$ cat src/rtl/lu_pkg.sv
// Shared definitions for the logic-unit operand loader.
package lu_pkg;

   localparam int LU_WIDTH = 4;

   localparam logic SEL_AND = 1'b1;
   localparam logic SEL_OR  = 1'b0;

   typedef enum logic [1:0] {
      S_A   = 2'd0,
      S_B   = 2'd1,
      S_SEL = 2'd2,
      S_OUT = 2'd3
   } lu_state_t;

endpackage

$ cat src/rtl/lu_operand_loader.sv
// Assembles a 3-beat nibble frame (A, B, select) into parallel operands for the
// selectable logic unit, with framing-error detection and a consumed-frame counter.
module lu_operand_loader
   import lu_pkg::*;
#(
   parameter int WIDTH = LU_WIDTH,
   parameter int CNT_W = 8
) (
   input  logic             clk,
   input  logic             rst_n,
   input  logic [WIDTH-1:0] in_data,
   input  logic             in_valid,
   input  logic             in_first,
   output logic             in_ready,
   output logic [WIDTH-1:0] op_a,
   output logic [WIDTH-1:0] op_b,
   output logic             op_sel,
   output logic             out_valid,
   input  logic             out_ready,
   output logic             frame_err,
   output logic [CNT_W-1:0] frame_cnt,
   output logic [1:0]       fsm_state
);

   // Handshakes: a beat moves when in_valid & in_ready at a rising edge, a frame
   // moves when out_valid & out_ready; valid never waits on ready combinationally.
   lu_state_t state, next_state;
   logic      xfer;
   logic      load_a, load_b, load_sel, consume, err_next;

   assign in_ready  = (state != S_OUT);
   assign xfer      = in_valid & in_ready;
   assign out_valid = (state == S_OUT);
   assign fsm_state = state;

   always_ff @(posedge clk or negedge rst_n) begin
      if (!rst_n) state <= S_A;
      else        state <= next_state;
   end

   always_comb begin
      next_state = state;
      load_a     = 1'b0;
      load_b     = 1'b0;
      load_sel   = 1'b0;
      consume    = 1'b0;
      err_next   = 1'b0;
      case (state)
         S_A: begin
            if (xfer) begin
               if (in_first) begin
                  load_a     = 1'b1;
                  next_state = S_B;
               end else begin
                  err_next   = 1'b1;
               end
            end
         end
         S_B: begin
            if (xfer) begin
               if (in_first) begin
                  load_a     = 1'b1;
                  err_next   = 1'b1;
               end else begin
                  load_b     = 1'b1;
                  next_state = S_SEL;
               end
            end
         end
         S_SEL: begin
            if (xfer) begin
               if (in_first) begin
                  load_a     = 1'b1;
                  err_next   = 1'b1;
                  next_state = S_B;
               end else begin
                  // Nonzero padding above the select bit is flagged but the beat still lands.
                  load_sel   = 1'b1;
                  err_next   = |in_data[WIDTH-1:1];
                  next_state = S_OUT;
               end
            end
         end
         S_OUT: begin
            if (out_ready) begin
               consume    = 1'b1;
               next_state = S_A;
            end
         end
         default: next_state = S_A;
      endcase
   end

   always_ff @(posedge clk or negedge rst_n) begin
      if (!rst_n) begin
         op_a      <= '0;
         op_b      <= '0;
         op_sel    <= 1'b0;
         frame_err <= 1'b0;
         frame_cnt <= '0;
      end else begin
         frame_err <= err_next;
         if (load_a)   op_a      <= in_data;
         if (load_b)   op_b      <= in_data;
         if (load_sel) op_sel    <= in_data[0];
         if (consume)  frame_cnt <= frame_cnt + CNT_W'(1);
      end
   end

endmodule

$ cat config.mk
export PLATFORM = sky130hd
export DESIGN_NAME = lu_operand_loader
export DESIGN_NICKNAME = d
export VERILOG_FILES = /design/src/rtl/lu_pkg.sv /design/src/rtl/lu_operand_loader.sv
export SDC_FILE = /design/constraint.sdc
export NUM_CORES = 1
export LEC_CHECK = 0
export BUFFER_PORTS_ARGS = -buffer_cell sky130_fd_sc_hd__clkbuf_2
export CAP_MARGIN = 20
export CORE_MARGIN = 2
export CORE_UTILIZATION = 43
export DETAILED_ROUTE_END_ITERATION = 8
export PLACE_DENSITY_LB_ADDON = 0.08
export SLEW_MARGIN = 20
export SYNTH_ARGS = -nofsm -noshare
export SYNTH_HDL_FRONTEND = slang
export SYNTH_SLANG_ARGS = --single-unit
$ cat constraint.sdc
create_clock -name clk -period 1.3 [get_ports clk]
set_input_delay 0 -clock clk [delete_from_list [all_inputs] [get_ports clk]]
set_output_delay 0 -clock clk [all_outputs]
set_load 0.01 [all_outputs]
---- Word-level counts from Yosys, hierarchy flattened ----
Cells that the tools add are included.
storage, ports and cells
  flip-flop bits (word level) ............. 20
  output and inout bits ................... 22
  word-level logic and storage cells ...... 42
cells by class
  $add $sub $neg .......................... 1
  equality and inequality tests ........... 10
  mux-type cells .......................... 20
  bitwise logic cells ..................... 1
  reduce and logical (&&, ||, !) cells .... 4
operator list
  kind                   count
  $mux W2                7
  $ne A2 B2 Y1 const B   6
  $mux W1                11
  $add A8 B1 Y8 const B  1
  $pmux W2 S4            1
  $reduce_and A6 Y1      1
  $reduce_or A3 Y1       2
  $eq A2 B2 Y1 const B   2
  $pmux W1 S3            1
  $eq A2 B1 Y1 const B   1
  $logic_not A2 Y1       1
  $ne A2 B1 Y1 const B   1
  $and A1 B1 Y1          1

---- Depth between registers and ports, before layout ----
Gate-level depths: netlist of run 1.
  depth in word-level cells ............... 4
  depth in mapped cells ................... 5
  gate-level depth less buffers ........... 4

---- Worst setup path after synthesis of run 1 ----
No wires, ideal clock.
  path kind ............................... register -> register
  start point ............................. register state[1], in the netlist fsm_state[1]
  end point ............................... register op_b[0]
  setup time .............................. 0.125 ns
  data arrival time ....................... 1.208 ns
  required time ........................... 1.175 ns
  setup slack ............................. -0.033 ns
  stages on the path, launching flop included .. 4
  buffers on the path ..................... 0
  cells stage by stage .................... dfrtp_1 nor3b_2 and2_4 mux2_4
between the ends
  word-level cells in the longest chain between the ends .. 4
  elaborated cells between the ends (all ways) .. 5
  those cells by class .................... 2 x eq/ne; 2 x mux; 1 x bitwise
ends and longest elaborated chain
  what                    RTL line                  RTL
  start, declared         lu_operand_loader.sv:27   lu_state_t state, next_state;
  start signal, assigned  lu_operand_loader.sv:38   else state <= next_state;
  $ne A2 B2 Y1            lu_operand_loader.sv:31   assign in_ready = (state != S_OUT);
  $and A1 B1 Y1           lu_operand_loader.sv:32   assign xfer = in_valid & in_ready;
  $mux W1                 --
  $mux W1 (*)             lu_operand_loader.sv:48   case (state)
  end signal, assigned    lu_operand_loader.sv:104  if (load_b) op_b <= in_data;
  end, declared           lu_operand_loader.sv:16   output logic [WIDTH-1:0] op_b,
Every way passes the cells marked *; elsewhere a longest branch is shown, timed or not.
A chain may end at the register's enable or synchronous reset.

---- Final worst setup path of run 1 ----
  start point ............................. register state[1], in the netlist fsm_state[1]
  end point ............................... register op_b[2]
The elaborated chain is that of the path after synthesis.

==> results of run 1 <==
## power by group
part / internal (mW) / total (mW) / switching [mW]
sequential: 0.838 / 1.05 / 0.212
clock: 0.170 / 0.356 / 0.186
combinational: 0.520 / 0.935 / 0.414
total: 1.53 / 2.34 / 0.812
## through the flow
| step | setup TNS [ns] | cells |
|---|---|---|
| finish | 0 | 142 |
| global route | -0.188 | 142 |
| CTS | 0 | 140 |
| detailed placement | 0 | 130 |
| global placement | 0 | 130 |
| floorplan | 0 | 72 |
## metal layers
metal  vias up  global-route usage
met5         -                   0
met4         0              0.0541
met3         0              0.0268
met2        27               0.230
met1       343               0.213
li1        340                   -
## cell usage after synthesis, types with 2 or more instances
cell type / number
and2_4: 2
and3_1: 2
dfrtp_1: 20
inv_1: 2
mux2_4: 8
nand2_1: 6
nand2b_1: 2
nand4_1: 4
nor3_2: 2
o21ai_0: 3
xnor2_1: 5
xor2_1: 2
## worst max-delay path: stages (launching register included)
cell	delay [ns]
dfrtp_2	0.47
nor3b_4	0.20
and2_4	0.22
mux2_4	0.30
## worst max-delay path by stage
stage / startpoint / to / depth (start not counted)
4_1_cts: fsm_state[0] / op_a[1] / 3
5_1_grt: fsm_state[1] / op_b[1] / 3
6_report: fsm_state[1] / op_b[2] / 3
3_5_place_dp: fsm_state[1] / op_b[1] / 3
2_1_floorplan: fsm_state[0] / op_a[0] / 4
3_3_place_gp: fsm_state[1] / op_b[0] / 3
## state kept, by name, summed over array words and instances (netlist names)
| name | flops |
|---|---|
| frame_cnt | 8 |
| frame_err | 1 |
| fsm_state | 2 |
| op_b | 4 |
| op_sel | 1 |
| op_a | 4 |
## kinds of logic (layout without fill, tap and decap cells)
logic type | after synthesis | count (layout)
mux | 9 | 9
buf+inv | 4 | 47
compound gates | 4 | 4
simple gates | 27 | 27
fa+ha+maj | 1 | 1
xor+xnor | 7 | 7
flops | 20 | 20
## area by class of cell
class	instances	area share
clock buffer	4	0.0291
inverter	2	0.00602
multi-input combinational	48	0.335
sequential	20	0.404
tap	27	0.0271
timing repair buffer	41	0.199
## what timing repair did
action                                  in CTS  in global routing
hold buffers                                 6                  0
endpoints found under the setup margin       0                 11
hold endpoints to repair                    31                  0
resized for setup                            0                  3
buffers inserted                             0                  2
==> flow_metrics.env, run 1 <==
export IMPL_drc_errors=0
export IMPL_hp_start="out_ready"
export IMPL_skew_ns=0.00330
export IMPL_mostFrequentLayoutCells="clkbuf_2, dfrtp_1, mux2_4"
export IMPL_grt_use_total=0.150
export IMPL_wl_met2_um=780
export IMPL_yosysSeqAreaShare=0.538
export IMPL_fp_dieH_um=50.5
export IMPL_synth_nets=82
export IMPL_cts_buffers=3
export IMPL_routed_wl_met3_um=110
export IMPL_status="complete, no violations"
export IMPL_synth_simple_area_share=0.196
export IMPL_port_buffers=30
export IMPL_nets=126
export IMPL_ys_warn_count=0
export IMPL_timing_final_ws_setup_ns=0.0152
export IMPL_multi_input_area_sq_um=418
export IMPL_worstSetupEndpointType="flop"
export IMPL_crit_fanout=6
export IMPL_synthArstFlopShare=1.00
export IMPL_synthXorXnorAreaFrac=0.0659
export IMPL_routed_via_density=5.00
export IMPL_wl_per_cell_um=12.3
export IMPL_synth_compound_area_frac=0.0242
export IMPL_arrival_ns=1.47
export IMPL_ys_seq_elements=20
export IMPL_fp_dieArea_sq_um=2550
export IMPL_timing_rr_start="fsm_state[1]"
export IMPL_ys_types=26
export IMPL_finalSetupViolCount=0
export IMPL_post_route_util=0.623
export IMPL_ioPinCount=31
export IMPL_synth_edff_count=0
export IMPL_fp_row_count=16
export IMPL_min_to="frame_cnt[0]"
export IMPL_r2r_end="op_b[2]"
export IMPL_drive_above_1_share=0.504
export IMPL_yosys_top_cells_area="dfrtp_1, mux2_4, xnor2_1"
export IMPL_pre_cts_ws_ns=0.0301
export IMPL_diodes=0
export IMPL_p_leak_nw=0.615
export IMPL_synthCells=72
export IMPL_cp_start_kind="flop"
export IMPL_grt_pass1_wl_mm=2.88
export IMPL_slew_viol_final=0
export IMPL_core_region_area_sq_um=2000
export IMPL_finalPower_mw=2.34
export IMPL_dpl_instance_area_sq_um=1130
export IMPL_synth_area_mux_share=0.141
export IMPL_start_util=0.465
export IMPL_cts_buffer_depth=2
export IMPL_grt_pass1_vias=638
export IMPL_htreeDepth=1
export IMPL_slew_headroom=0.674
export IMPL_maxCapViolations=0
export IMPL_ir_worst_vdd_v=0.00114
export IMPL_worstMarginPinSlew_ns=0.489
export IMPL_gp_congestion=0.802
export IMPL_timing_hold_ws_ns=0.0313
export IMPL_cts_sinks=20
export IMPL_synthFlopType="dfrtp_1"
export IMPL_antenna_found_initial=0
export IMPL_final_area_sq_um=1250
export IMPL_fp_dieW_um=50.5
export IMPL_worstSetupPathType="reg -> reg"
export IMPL_cts_tree="yes"
export IMPL_top_layer="met3"
export IMPL_synth_cell_area_sq_um=931
export IMPL_postRouteAntennaNets=0
export IMPL_via_count=710
export IMPL_synth_top_area_frac=0.538
export IMPL_synth_top_family_by_area="simple AND/OR/NAND/NOR gates"
export IMPL_hpwl_mm=1.30
export IMPL_fmax_ghz=0.778
export IMPL_timing_final_crit_period_ns=1.28
export IMPL_grt_max_degree=21
export IMPL_rsz0062_at_grt="yes"
export IMPL_synth_top_area_cell="dfrtp_1"
export IMPL_cellPowerDensity_nw_per_um2=1880
export IMPL_root_buffer="clkbuf_4"
export IMPL_synth_avg_cell_area_sq_um=12.9
export IMPL_rr_worst_depth=3
export IMPL_areaGrowthSynthToFinish_pct=33.9
export IMPL_hp_class="in -> reg"
export IMPL_min_path_cells=3
export IMPL_r2r_slack_ns=0.02
export IMPL_drt_total_wl_mm=1.75
export IMPL_dr_pass1_iters=4
export IMPL_clk_latency_ns=0.29
export IMPL_final_common_cell="clkbuf_2"
export IMPL_first_iter_violations=9
export IMPL_clk_pin_slew_ns=0.11
export IMPL_wl_met1_um=859
export IMPL_required_ns=1.49
export IMPL_hold_viol_final=0
export IMPL_grt_overflow_total=0
export IMPL_nFillCells=185
export IMPL_synth_fa_ha_area_frac=0.0134
export IMPL_regArea_sq_um=503
export IMPL_finalCritPeriodShare=0.988
Power figures use the tool's default switching activity.
==> inputs of run 2 (changes only) <==
Settings changed: CAP_MARGIN 20 to default, RECOVER_POWER from default to 50.
==> run 2 against run 1 <==
Setup slack improved by 0.0022 ns. Utilization decreased by 0.44 points. Sequential power about the same. First-iteration DRC count unchanged. Combinational power decreased by 2.6%. Clock-buffer cell count unchanged. Critical endpoint unchanged. Critical path depth unchanged. Global-route usage unchanged. Largest power group unchanged. Design area decreased by 0.70%. Final cell count unchanged. Worst hold slack about the same. Via count unchanged.
==> flow_metrics.env, run 2 (same netlist as run 1, synthesis figures left out) <==
export IMPL_nFillCells=187
export IMPL_arrival_ns=1.47
export IMPL_clk_pin_slew_ns=0.11
export IMPL_final_common_cell="clkbuf_2"
export IMPL_drt_total_wl_mm=1.76
export IMPL_crit_slowest_cell="dfrtp_2"
export IMPL_hp_start="out_ready"
export IMPL_top_register="frame_cnt"
export IMPL_first_iter_violations=9
export IMPL_ioPinCount=31
export IMPL_mostFrequentLayoutCells="clkbuf_2, dfrtp_1, mux2_4"
export IMPL_cp_slowest_stage_delay_ns=0.47
export IMPL_fp_dieArea_sq_um=2550
export IMPL_fp_row_count=16
export IMPL_timing_hold_ws_ns=0.0312
export IMPL_dr_pass1_iters=4
export IMPL_cts_sinks=20
export IMPL_skew_ns=0.00336
export IMPL_hold_viol_final=0
export IMPL_worstSetupPathType="reg -> reg"
export IMPL_cts_buffers=3
export IMPL_root_buffer="clkbuf_4"
export IMPL_crit_fanout=6
export IMPL_min_path_cells=3
export IMPL_wl_per_cell_um=12.4
export IMPL_p_leak_nw=0.593
export IMPL_hpwl_mm=1.30
export IMPL_rr_worst_depth=3
export IMPL_slew_headroom=0.674
export IMPL_grt_max_degree=21
export IMPL_cpLargestDelayFamily="flip-flops"
export IMPL_htreeDepth=1
export IMPL_core_region_area_sq_um=2000
export IMPL_fp_dieW_um=50.5
export IMPL_timing_final_crit_period_ns=1.28
export IMPL_areaGrowthSynthToFinish_pct=32.9
export IMPL_cts_tree="yes"
export IMPL_grt_overflow_total=0
export IMPL_via_count=710
export IMPL_fin_cells=142
export IMPL_nets=126
export IMPL_maxCapViolations=0
export IMPL_clk_latency_ns=0.29
export IMPL_dpl_instance_area_sq_um=1130
export IMPL_hp_class="in -> reg"
export IMPL_reg_largest_list="frame_cnt (8), op_a (4), op_b (4)"
export IMPL_largest_register_ffs=8
export IMPL_grt_use_total=0.150
export IMPL_worstMarginPinSlew_ns=0.489
export IMPL_worstSetupEndpointType="flop"
export IMPL_r2r_end="op_b[2]"
export IMPL_diodes=0
export IMPL_regArea_sq_um=503
export IMPL_cellPowerDensity_nw_per_um2=1870
export IMPL_grt_pass1_vias=638
export IMPL_start_util=0.465
export IMPL_slew_viol_final=0
export IMPL_required_ns=1.49
export IMPL_finalCritPeriodShare=0.987
export IMPL_cp_start_kind="flop"
export IMPL_place_inst=130
export IMPL_finalPower_mw=2.32
export IMPL_cts_buffer_depth=2
export IMPL_status="complete, no violations"
export IMPL_gp_congestion=0.802
export IMPL_fmax_ghz=0.780
export IMPL_finalSetupViolCount=0
export IMPL_multi_input_area_sq_um=418
export IMPL_timing_rr_start="fsm_state[1]"
export IMPL_min_to="frame_cnt[0]"
export IMPL_crit_chain="nor3b_4 -> and2_4 -> mux2_4"
export IMPL_path_buf_inv=0
export IMPL_postRouteAntennaNets=0
export IMPL_routed_via_density=5.00
export IMPL_port_buffers=30
export IMPL_fp_dieH_um=50.5
export IMPL_final_area_sq_um=1240
export IMPL_rsz0062_at_grt="yes"
export IMPL_r2r_slack_ns=0.02
export IMPL_antenna_found_initial=0
export IMPL_ir_worst_vdd_v=0.00113
export IMPL_grt_pass1_wl_mm=2.88
export IMPL_drive_above_1_share=0.443
export IMPL_drc_errors=0
[run 2: cell count changes in the layout (fill, tap and decap cells not counted)]
cell / delta
clkbuf_1: +7
clkbuf_2: -7
[run 2: per-layer routing]
| layer | share of wire | global-route usage | up-vias |
|---|---|---|---|
| met4 | 0 | 0.0541 | 0 |
| met5 | 0 | 0 | - |
| met3 | 0.065 | 0.0268 | 0 |
| li1 | - | - | 340 |
| met2 | 0.44 | 0.230 | 27 |
| met1 | 0.49 | 0.213 | 343 |
[run 2: how the worst max path moves through the flow]
| stage | startpoint | endpoint | slack (ns) | cells after the start |
|---|---|---|---|---|
| finish | fsm_state[1] | op_b[2] | 0.02 | 3 |
| floorplan | fsm_state[0] | op_a[0] | 0.002 | 4 |
| detailed placement | fsm_state[1] | op_b[1] | 0.03 | 3 |
| global placement | fsm_state[1] | op_b[0] | 0.04 | 3 |
| global route | fsm_state[1] | op_b[1] | -0.05 | 3 |
| CTS | fsm_state[0] | op_a[1] | 0.01 | 3 |
[run 2: stage by stage]
| step | util | TNS [ns] | setup WS [ns] |
|---|---|---|---|
| after floorplan | - | 0 | 0.00193 |
| after global routing | 0.618 | -0.188 | -0.0534 |
| after CTS | 0.611 | 0 | 0.00985 |
| final | 0.618 | 0 | 0.0174 |
| after detailed placement | 0.563 | 0 | 0.0301 |
| after global placement | 0.563 | 0 | 0.0405 |
[run 2: report_power, final]
group / switching, mW / total, mW / internal (mW)
logic: 0.416 / 0.911 / 0.495
registers: 0.211 / 1.05 / 0.838
clock network: 0.186 / 0.356 / 0.170
total: 0.812 / 2.32 / 1.50
[run 2: repair_timing]
item                                    CTS  global route
buffers inserted                          0             2
hold buffers                              6             0
endpoints found under the setup margin    0            11
hold endpoints to repair                 31             0
resized for setup                         0             3
[run 2: cell type report]
class,instances,area share
sequential,20,0.406
timing repair buffer,41,0.193
multi-input combinational,48,0.338
clock buffer,4,0.0293
inverter,2,0.00607
tap,27,0.0273
[run 2: worst reg2reg max path, stage by stage (launching register included)]
cell	delay, ns
dfrtp_2	0.47
nor3b_4	0.20
and2_4	0.22
mux2_4	0.30
==> inputs of run 3 (changes only) <==
Settings changed: CELL_PAD_IN_SITES_DETAIL_PLACEMENT from default to 2, CELL_PAD_IN_SITES_GLOBAL_PLACEMENT from default to 2, CORE_UTILIZATION 43 to 28.
==> run 3 against run 2 <==
Critical path type unchanged. Power rose by 3.0%. Non-clock buffer count grew 3. Largest cell class unchanged. First-iteration DRC count grew 22%. Via count is 1.7% higher. Sequential power about the same. Critical endpoint is now op_b[3]. Register-to-register slack is essentially flat. Flip-flop and latch count unchanged. Design area increased by 2.5%. Sequential share of layout area is 0.90 points lower. Critical path depth unchanged. Largest power group is now combinational logic. Maximum frequency shrank 0.71%.
==> flow_metrics.env, run 3 (same netlist as run 1, synthesis figures left out) <==
export IMPL_reg_largest_list="frame_cnt (8), op_a (4), op_b (4)"
export IMPL_timing_final_ws_setup_ns=0.00827
export IMPL_timing_final_crit_period_ns=1.29
export IMPL_worstSetupPathType="reg -> reg"
export IMPL_port_buffers=30
export IMPL_hp_class="in -> reg"
export IMPL_clk_pin_slew_ns=0.12
export IMPL_cts_buffers=3
export IMPL_slew_viol_final=0
export IMPL_cts_tree="yes"
export IMPL_cp_start_kind="flop"
export IMPL_fp_dieArea_sq_um=3800
export IMPL_grt_pass1_vias=771
export IMPL_diodes=0
export IMPL_grt_use_total=0.143
export IMPL_dr_pass1_iters=4
export IMPL_postRouteAntennaNets=0
export IMPL_mostFrequentLayoutCells="clkbuf_2, dfrtp_1, clkbuf_1"
export IMPL_largest_register_ffs=8
export IMPL_status="complete, no violations"
export IMPL_arrival_ns=1.49
export IMPL_fp_dieH_um=61.7
export IMPL_finalSetupTns_ns=0
export IMPL_final_common_cell="clkbuf_2"
export IMPL_finalPower_mw=2.38
export IMPL_wl_per_cell_um=14.7
export IMPL_fp_dieW_um=61.7
export IMPL_maxCapViolations=0
export IMPL_ir_worst_vdd_v=0.000639
export IMPL_nets=129
export IMPL_rsz0062_at_grt="yes"
export IMPL_fp_row_count=20
export IMPL_root_buffer="clkbuf_4"
export IMPL_ioPinCount=31
export IMPL_routed_via_density=4.46
export IMPL_drc_errors=0
export IMPL_worstSetupEndpointType="flop"
export IMPL_hold_viol_final=0
export IMPL_first_iter_violations=11
export IMPL_cts_sinks=20
export IMPL_drt_total_wl_mm=2.38
export IMPL_dpl_instance_area_sq_um=1170
export IMPL_top_register="frame_cnt"
export IMPL_core_region_area_sq_um=3100
export IMPL_fin_cells=162
export IMPL_areaGrowthSynthToFinish_pct=36.3
export IMPL_cellPowerDensity_nw_per_um2=1880
export IMPL_p_leak_nw=0.596
export IMPL_crit_fanout=6
export IMPL_finalSetupViolCount=0
export IMPL_finalCritPeriodShare=0.994
export IMPL_clk_latency_ns=0.30
export IMPL_required_ns=1.50
export IMPL_pre_cts_ws_ns=0.0290
export IMPL_via_count=722
export IMPL_worstMarginPinSlew_ns=0.522
export IMPL_final_area_sq_um=1270
export IMPL_gp_congestion=0.707
export IMPL_cts_buffer_depth=2
export IMPL_slew_headroom=0.652
export IMPL_antenna_found_initial=0
export IMPL_fmax_ghz=0.774
export IMPL_drive_above_1_share=0.449
export IMPL_htreeDepth=1
export IMPL_start_util=0.300
export IMPL_grt_max_degree=21
export IMPL_grt_pass1_wl_mm=3.88
export IMPL_place_inst=150
export IMPL_skew_ns=0.00659
export IMPL_grt_overflow_total=0
export IMPL_hpwl_mm=1.79
run 3: stage by stage:
stage | hold slack, ns | utilization
CTS | 0.0132 | 0.405
floorplan | -0.296 | -
global route | 0.0459 | 0.409
detailed placement | 0.00147 | 0.377
finish | 0.0381 | 0.409
global placement | -0.00512 | 0.377
run 3: final timing paths:
| check | startpoint | to | slack [ns] | cells past startpoint |
|---|---|---|---|---|
| setup / recovery | fsm_state[1] | op_b[3] | 0.008 | 3 |
| hold / removal | in_first | frame_err | 0.04 | 3 |
| setup reg to reg | fsm_state[1] | op_b[3] | 0.008 | 3 |
| hold reg to reg | frame_cnt[7] | frame_cnt[7] | 0.48 | 1 |
| max in group asynchronous | rst_n | frame_cnt[0] | 0.73 | 2 |
| min in group asynchronous | rst_n | op_b[3] | 0.19 | 2 |
run 3: power by group:
group / switching, mW / leakage (nW) / internal [mW]
combinational: 0.489 / 0.333 / 0.551
clock: 0.194 / 0.0150 / 0.120
sequential: 0.191 / 0.247 / 0.841
total: 0.873 / 0.596 / 1.51
run 3: what timing repair did:
action,in CTS,in global routing
hold endpoints to repair,31,0
resized for setup,1,3
hold buffers,6,0
setup buffers,0,2
setup endpoints to repair,3,12
pin swaps,0,1
run 3: critical path, cell delays in order (launching register included):
cell and delay [ns]:
dfrtp_2 0.46, nor3b_2 0.21, and2_4 0.21, mux2_4 0.30
run 3: area by class of cell:
| cell class | count | area (sq um) |
|---|---|---|
| inverter | 2 | 7.51 |
| fill | 358 | 1830 |
| clock buffer | 4 | 26.3 |
| multi-input combinational | 48 | 415 |
| sequential | 20 | 504 |
| tap | 44 | 55.1 |
| timing repair buffer | 44 | 260 |
run 3: layer usage:
layer	vias to the layer above	global-route usage	wire, um
met1	363	0.190	1150
met3	2	0.0252	78
met2	17	0.226	1140
li1	340	-	-
met5	-	0	0
met4	0	0.0638	21
